$ cat config.mk
export PLATFORM = sky130hd
export DESIGN_NAME = axis_dac_spi_tx
export DESIGN_NICKNAME = d
export VERILOG_FILES = /design/src/rtl/axis_dac_spi_tx.sv
export SDC_FILE = /design/constraint.sdc
export NUM_CORES = 1
export LEC_CHECK = 0
export BUFFER_PORTS_ARGS = -buffer_cell sky130_fd_sc_hd__buf_4
export CAP_MARGIN = 30
export CELL_PAD_IN_SITES_DETAIL_PLACEMENT = 2
export CELL_PAD_IN_SITES_GLOBAL_PLACEMENT = 2
export CORE_MARGIN = 2
export CORE_UTILIZATION = 32
export CTS_CLUSTER_DIAMETER = 150
export DETAILED_ROUTE_END_ITERATION = 10
export GPL_TIMING_DRIVEN = 0
export HOLD_SLACK_MARGIN = 0.06
export PLACE_DENSITY_LB_ADDON = 0.3
export SYNTH_ARGS = -nofsm -noshare
export SYNTH_HDL_FRONTEND = slang
export SYNTH_SLANG_ARGS = --single-unit
$ cat constraint.sdc
create_clock -name aclk -period 2.23 [get_ports aclk]
set_input_delay 0.223 -clock aclk [delete_from_list [all_inputs] [get_ports aclk]]
set_output_delay 0.223 -clock aclk [all_outputs]
set_load 0.05 [all_outputs]
$ cat src/rtl/axis_dac_spi_tx.sv
// axis_dac_spi_tx
// Two-channel AXI-Stream to SPI DAC transmitter. A round-robin arbiter
// accepts one 12-bit sample from either channel and serialises a 16-bit
// command word (MSB first) on an SPI link with an active-low frame select.
//
// Ports
//   aclk, reset              : clock, asynchronous active-high reset
//   s_axis_chN_tdata/tvalid  : channel N sample (bits [11:0] used)
//   s_axis_chN_tready        : channel N ready (only in IDLE, granted channel)
//   spi_sclk                 : serial clock, idles high
//   spi_mosi                 : serial data, changes when sclk rises
//   spi_sync                 : active-low frame select
//   busy                     : high whenever not IDLE
//   frame_done               : one-cycle pulse on the first GAP cycle
module axis_dac_spi_tx #(
  parameter int CLK_DIV    = 2,
  parameter int GAP_CYCLES = 4
) (
  input  logic        aclk,
  input  logic        reset,
  input  logic [15:0] s_axis_ch0_tdata,
  input  logic        s_axis_ch0_tvalid,
  output logic        s_axis_ch0_tready,
  input  logic [15:0] s_axis_ch1_tdata,
  input  logic        s_axis_ch1_tvalid,
  output logic        s_axis_ch1_tready,
  output logic        spi_sclk,
  output logic        spi_mosi,
  output logic        spi_sync,
  output logic        busy,
  output logic        frame_done
);

  typedef enum logic [1:0] {IDLE, SHIFT, GAP} state_t;

  localparam logic [7:0] DIV_LAST = 8'(CLK_DIV - 1);
  localparam logic [7:0] GAP_LAST = 8'(GAP_CYCLES - 1);
  localparam logic [4:0] BIT_LAST = 5'd15;

  state_t      state_q;
  logic        sclk_q;
  logic        mosi_q;
  logic        sync_q;
  logic        done_q;
  logic        last_ch_q;   // 1: ch1 was served last
  logic [4:0]  bit_cnt_q;
  logic [7:0]  div_cnt_q;
  logic [7:0]  gap_cnt_q;
  logic [15:0] shreg_q;

  logic        idle_ok;
  logic        grant1;
  logic        grant0;
  logic        accept;
  logic [15:0] word_d;
  logic        bit_end;
  logic        shift_en;
  logic        unused_hi;

  // Upper nibble of each sample is deliberately discarded.
  assign unused_hi = ^{s_axis_ch0_tdata[15:12], s_axis_ch1_tdata[15:12]};

  // Round-robin: ch1 wins if it is the only requester, or both request and
  // ch0 was served last. Reset forces both readies low.
  assign idle_ok  = (state_q == IDLE) && !reset;
  assign grant1   = s_axis_ch1_tvalid && (!s_axis_ch0_tvalid || !last_ch_q);
  assign grant0   = s_axis_ch0_tvalid && !grant1;
  assign s_axis_ch0_tready = idle_ok && grant0;
  assign s_axis_ch1_tready = idle_ok && grant1;
  assign accept   = s_axis_ch0_tready || s_axis_ch1_tready;

  // Command nibble: 0, channel, write-and-update code 01; then 12 data bits.
  assign word_d = {1'b0, grant1, 2'b01,
                   grant1 ? s_axis_ch1_tdata[11:0] : s_axis_ch0_tdata[11:0]};

  // A bit ends at the last cycle of its low sclk phase.
  assign bit_end  = (state_q == SHIFT) && !sclk_q && (div_cnt_q == DIV_LAST);
  assign shift_en = bit_end && (bit_cnt_q != BIT_LAST);

  assign spi_sclk   = sclk_q;
  assign spi_mosi   = mosi_q;
  assign spi_sync   = sync_q;
  assign frame_done = done_q;
  assign busy       = (state_q != IDLE);

  // Shift data path (not reset; only meaningful while SHIFT)
  always_ff @(posedge aclk) begin
    if (accept) begin
      shreg_q <= word_d;
    end else if (shift_en) begin
      shreg_q <= {shreg_q[14:0], 1'b0};
    end
  end

  // Control FSM with registered SPI outputs
  always_ff @(posedge aclk or posedge reset) begin
    if (reset) begin
      state_q   <= IDLE;
      sclk_q    <= 1'b1;
      mosi_q    <= 1'b0;
      sync_q    <= 1'b1;
      done_q    <= 1'b0;
      last_ch_q <= 1'b1;
      bit_cnt_q <= '0;
      div_cnt_q <= '0;
      gap_cnt_q <= '0;
    end else begin
      case (state_q)
        IDLE: begin
          done_q <= 1'b0;
          if (accept) begin
            state_q   <= SHIFT;
            sync_q    <= 1'b0;
            sclk_q    <= 1'b1;
            mosi_q    <= word_d[15];
            bit_cnt_q <= '0;
            div_cnt_q <= '0;
            last_ch_q <= grant1;
          end
        end
        SHIFT: begin
          if (div_cnt_q == DIV_LAST) begin
            div_cnt_q <= '0;
            if (sclk_q) begin
              sclk_q <= 1'b0;
            end else if (bit_cnt_q == BIT_LAST) begin
              state_q   <= GAP;
              sync_q    <= 1'b1;
              sclk_q    <= 1'b1;
              mosi_q    <= 1'b0;
              done_q    <= 1'b1;
              gap_cnt_q <= '0;
            end else begin
              // Next bit: data changes together with the rising sclk edge.
              bit_cnt_q <= bit_cnt_q + 5'd1;
              sclk_q    <= 1'b1;
              mosi_q    <= shreg_q[14];
            end
          end else begin
            div_cnt_q <= div_cnt_q + 8'd1;
          end
        end
        GAP: begin
          done_q <= 1'b0;
          if (gap_cnt_q == GAP_LAST) begin
            state_q <= IDLE;
          end else begin
            gap_cnt_q <= gap_cnt_q + 8'd1;
          end
        end
        default: state_q <= IDLE;
      endcase
    end
  end

endmodule

==> run_summary.xml <==
<?xml version="1.0" encoding="UTF-8"?>
<metrics>
  <group name="detailed_routing">
    <metric name="remaining_drc_errors" unit="">0</metric>
    <metric name="drt_iter0_drc" unit="">80</metric>
    <metric name="firstDrtPassIters" unit="">4</metric>
    <metric name="routed-via-count" unit="">1776</metric>
    <metric name="drt-total-wl" unit="um">5951</metric>
    <metric name="drt.antenna.violating_nets" unit="">0</metric>
    <metric name="detail_route.vias_per_cell" unit="">5.163</metric>
    <metric name="post_drt_wl_per_cell" unit="um">17.30</metric>
  </group>
  <group name="hold_path">
    <metric name="path_category_of_the_worst_min_delay_check" unit="">in2reg</metric>
  </group>
  <group name="global_routing">
    <metric name="antenna_found_initial" unit="">0</metric>
    <metric name="globalRouteTotalUtil" unit="%">16.94</metric>
    <metric name="grt_first_pass_wirelength" unit="um">9867</metric>
    <metric name="grt_pass1_vias" unit="">1865</metric>
    <metric name="overflow" unit="">0</metric>
    <metric name="pin_count_of_the_biggest_net_entering_global_routing" unit="">18</metric>
  </group>
  <group name="place">
    <metric name="dp_hpwl" unit="um">4395</metric>
    <metric name="io_buffers" unit="">34</metric>
    <metric name="placed_cells_incl_taps" unit="">331</metric>
    <metric name="dpl-instance-area" unit="sq um">2666</metric>
    <metric name="gp_congestion" unit="">0.6975</metric>
  </group>
  <group name="critical_path">
    <metric name="endpoint_required_time_on_the_critical_path" unit="ns">2.38</metric>
    <metric name="critPathArrivalTime" unit="ns">2.27</metric>
    <metric name="worst-setup-path-type" unit="">reg2reg</metric>
    <metric name="critPathLaunchType" unit="">flop</metric>
    <metric name="critical_path.max_fanout" unit="">10</metric>
    <metric name="critPathCaptureType" unit="">flop</metric>
  </group>
  <group name="outcome">
    <metric name="outcome" unit="">complete, no violations</metric>
  </group>
  <group name="cts">
    <metric name="cts.root.buffer_cell" unit="">clkbuf_8</metric>
    <metric name="cts-buffers-inserted" unit="">5</metric>
    <metric name="worstSkewPairLatency" unit="ns">0.30</metric>
    <metric name="cts.reportedPaths.clkPinSlew" unit="ns">0.09</metric>
    <metric name="h_tree_depth_reported_by_cts" unit="">2</metric>
    <metric name="clock_tree_from_tritoncts" unit="">done</metric>
    <metric name="cts_buffer_depth" unit="">2</metric>
    <metric name="tritoncts_num_sinks" unit="">43</metric>
  </group>
  <group name="floorplanning">
    <metric name="coreArea" unit="sq um">6832</metric>
    <metric name="initial_core_util" unit="%">33.13</metric>
    <metric name="top_level_pins" unit="">43</metric>
    <metric name="chipWidth" unit="um">88.10</metric>
    <metric name="overall_die_area" unit="sq um">7762</metric>
    <metric name="rows" unit="">30</metric>
    <metric name="die_h" unit="um">88.10</metric>
  </group>
  <group name="timing">
    <metric name="setup_viol" unit="">0</metric>
    <metric name="setup_tns" unit="ns">0</metric>
    <metric name="min_period_over_period" unit="%">95.02</metric>
    <metric name="timing.fmax" unit="GHz">0.4719</metric>
    <metric name="worst_hold_slack" unit="ns">0.1656</metric>
    <metric name="slew-limit-headroom" unit="%">60.54</metric>
    <metric name="report.final.hold_viol_count" unit="">0</metric>
    <metric name="min_period" unit="ns">2.119</metric>
    <metric name="worstMarginPinSlew" unit="ns">0.5919</metric>
    <metric name="timing.final.max_slew_violations" unit="">0</metric>
    <metric name="skew" unit="ns">0.005237</metric>
  </group>
  <group name="logic_synthesis">
    <metric name="synth.top_cells.by_area" unit="">dfrtp_1 28%, edfxtp_1 17%, mux2i_1 6.6%</metric>
    <metric name="postSynth.topFlopCell" unit="">dfrtp_1</metric>
    <metric name="avgSynthCellArea" unit="sq um">11.32</metric>
    <metric name="synth_seq_cells" unit="">43</metric>
    <metric name="yosys.area.top_type" unit="">dfrtp_1</metric>
    <metric name="synth-async-reset-ratio" unit="%">65.12</metric>
    <metric name="seq_area_frac_synth" unit="%">50.14</metric>
    <metric name="synthesis.instances" unit="">200</metric>
    <metric name="yosys-top-cells-count" unit="">25 x dfrtp_1, 19 x nand2_1, 15 x mux2i_1</metric>
    <metric name="ys.warnings.count" unit="">0</metric>
    <metric name="edff_count_synth" unit="">13</metric>
    <metric name="top_count_cell_post_synth" unit="">dfrtp_1</metric>
    <metric name="syn-cell-area" unit="sq um">2263</metric>
    <metric name="synth_top_area_share" unit="%">27.64</metric>
    <metric name="synthesized_netlist_net_count" unit="">241</metric>
    <metric name="synth_cell_types" unit="">45</metric>
  </group>
  <group name="power_and_ir_drop">
    <metric name="power.share.switching" unit="%">21.24</metric>
    <metric name="comb_power_share" unit="%">6.4</metric>
    <metric name="power_leakage" unit="nW">1.184</metric>
    <metric name="power.clock.fraction" unit="%">41.3</metric>
    <metric name="vdd_ir_drop_max" unit="mV">0.2452</metric>
    <metric name="power_density" unit="nW/um^2">546.4</metric>
    <metric name="finalPower" unit="mW">1.560</metric>
    <metric name="sequentialPowerShare" unit="%">52.3</metric>
    <metric name="net-switching-power" unit="mW">0.3314</metric>
    <metric name="cellInternalPower" unit="mW">1.229</metric>
  </group>
  <group name="finish">
    <metric name="diodes" unit="">0</metric>
    <metric name="flow.area_growth_from_synthesis" unit="%">26.15</metric>
    <metric name="nNetsFinal" unit="">288</metric>
    <metric name="layout_cell_share_with_drive_strength_beyond_1" unit="%">31.45</metric>
    <metric name="final_design_area_no_fill" unit="sq um">2855</metric>
    <metric name="final-instance-count-excl-fill" unit="">344</metric>
    <metric name="layout.filler_cells" unit="">735</metric>
  </group>
  <group name="flow_run">
    <metric name="drv_cap" unit="">0</metric>
  </group>
</metrics>
==> cell type report <==
type,instances,area (sq um),area share [%]
Multi-Input combinational cell,142,1079,37.77
Buffer,9,58.81,2.060
Timing Repair Buffer,40,322.8,11.31
Tap cell,96,120.1,4.207
Inverter,6,22.52,0.7888
Clock buffer,6,82.58,2.892
Clock inverter,2,35.03,1.227
Sequential cell,43,1135,39.75
==> power groups by stage <==
stage / Combinational, mW / Clock [mW] / Sequential (mW)
6_report: 0.0996 / 0.645 / 0.816
5_1_grt: 0.110 / 0.703 / 0.817
4_1_cts: 0.101 / 0.662 / 0.816
3_5_place_dp: 0.0982 / 0 / 0.832
3_3_place_gp: 0.0889 / 0 / 0.832
2_1_floorplan: 0.0370 / 0 / 0.835
==> routing by layer <==
| metal | wire length [um] | share of wire [%] | track usage (%) | vias up |
|---|---|---|---|---|
| li1 | - | - | - | 836 |
| met1 | 2633 | 44 | 21.63 | 908 |
| met2 | 3047 | 51 | 29.27 | 27 |
| met3 | 212 | 3.6 | 4.053 | 5 |
| met4 | 58 | 0.97 | 3.719 | 0 |
| met5 | 0 | 0 | 0 | - |
==> registers in the layout, indices dropped and copies added, names as in the netlist <==
signal      count
spi_sync        1
div_cnt_q       8
spi_sclk        1
bit_cnt_q       5
gap_cnt_q       8
state_q         2
shreg_q        15
last_ch_q       1
spi_mosi        1
frame_done      1
==> cells by family after synthesis <==
family                     after synthesis  synth area share (%)
and+or+nand+nor                         70                 16.81
AOI/OAI and AO/OA                       44                 17.19
DFF                                     43                 50.14
buffers and inverters                   15                 3.372
muxes                                   15                 6.633
xor gates and xnor gates                 8                 3.095
adders and majority gates                5                 2.764
==> through the flow <==
| stage | utilization (%) | setup slack, ns |
|---|---|---|
| floorplan | - | 0.09291 |
| CTS | 41.14 | 0.001854 |
| detailed placement | 39.03 | -0.4520 |
| global placement | 38.63 | -0.4126 |
| global route | 41.79 | -0.0001448 |
| finish | 41.79 | 0.1110 |
==> cell usage in the layout, fill, tap and decap left out, types with 5 or more instances in the layout <==
master,n
buf_4,39
dfrtp_1,25
nand3_1,9
nand2_1,18
inv_1,6
o21ai_0,8
mux2i_1,15
nor2_1,9
nand4_1,5
o2bb2ai_2,10
clkbuf_8,6
edfxtp_1,13
==> worst paths after layout <==
kind,start,endpoint,slack [ns],cells after the start
setup / recovery,div_cnt_q[1],shreg_q[8],0.11,7
hold / removal,s_axis_ch1_tvalid,last_ch_q,0.17,3
setup reg to reg,div_cnt_q[1],shreg_q[8],0.11,7
hold reg to reg,shreg_q[11],shreg_q[12],0.48,2
max in group asynchronous,reset,spi_sync,1.09,4
min in group asynchronous,reset,gap_cnt_q[0],0.57,3
==> critical path, cell delays in order, from the launching register on <==
cell       delay [ns]
dfrtp_1          0.41
inv_1            0.08
ha_1             0.18
or4b_4           0.50
nor3_4           0.29
and2_4           0.23
buf_12           0.14
o2bb2ai_2        0.12
==> what timing repair did <==
action	4_1_cts	5_1_grt
resized for setup	5	7
buffers inserted	0	4
hold buffers	1	0
setup endpoints to repair	13	15
endpoints found under the hold margin	11	0
pin swaps	0	1
Note: power is estimated with default switching activity, not from simulation.
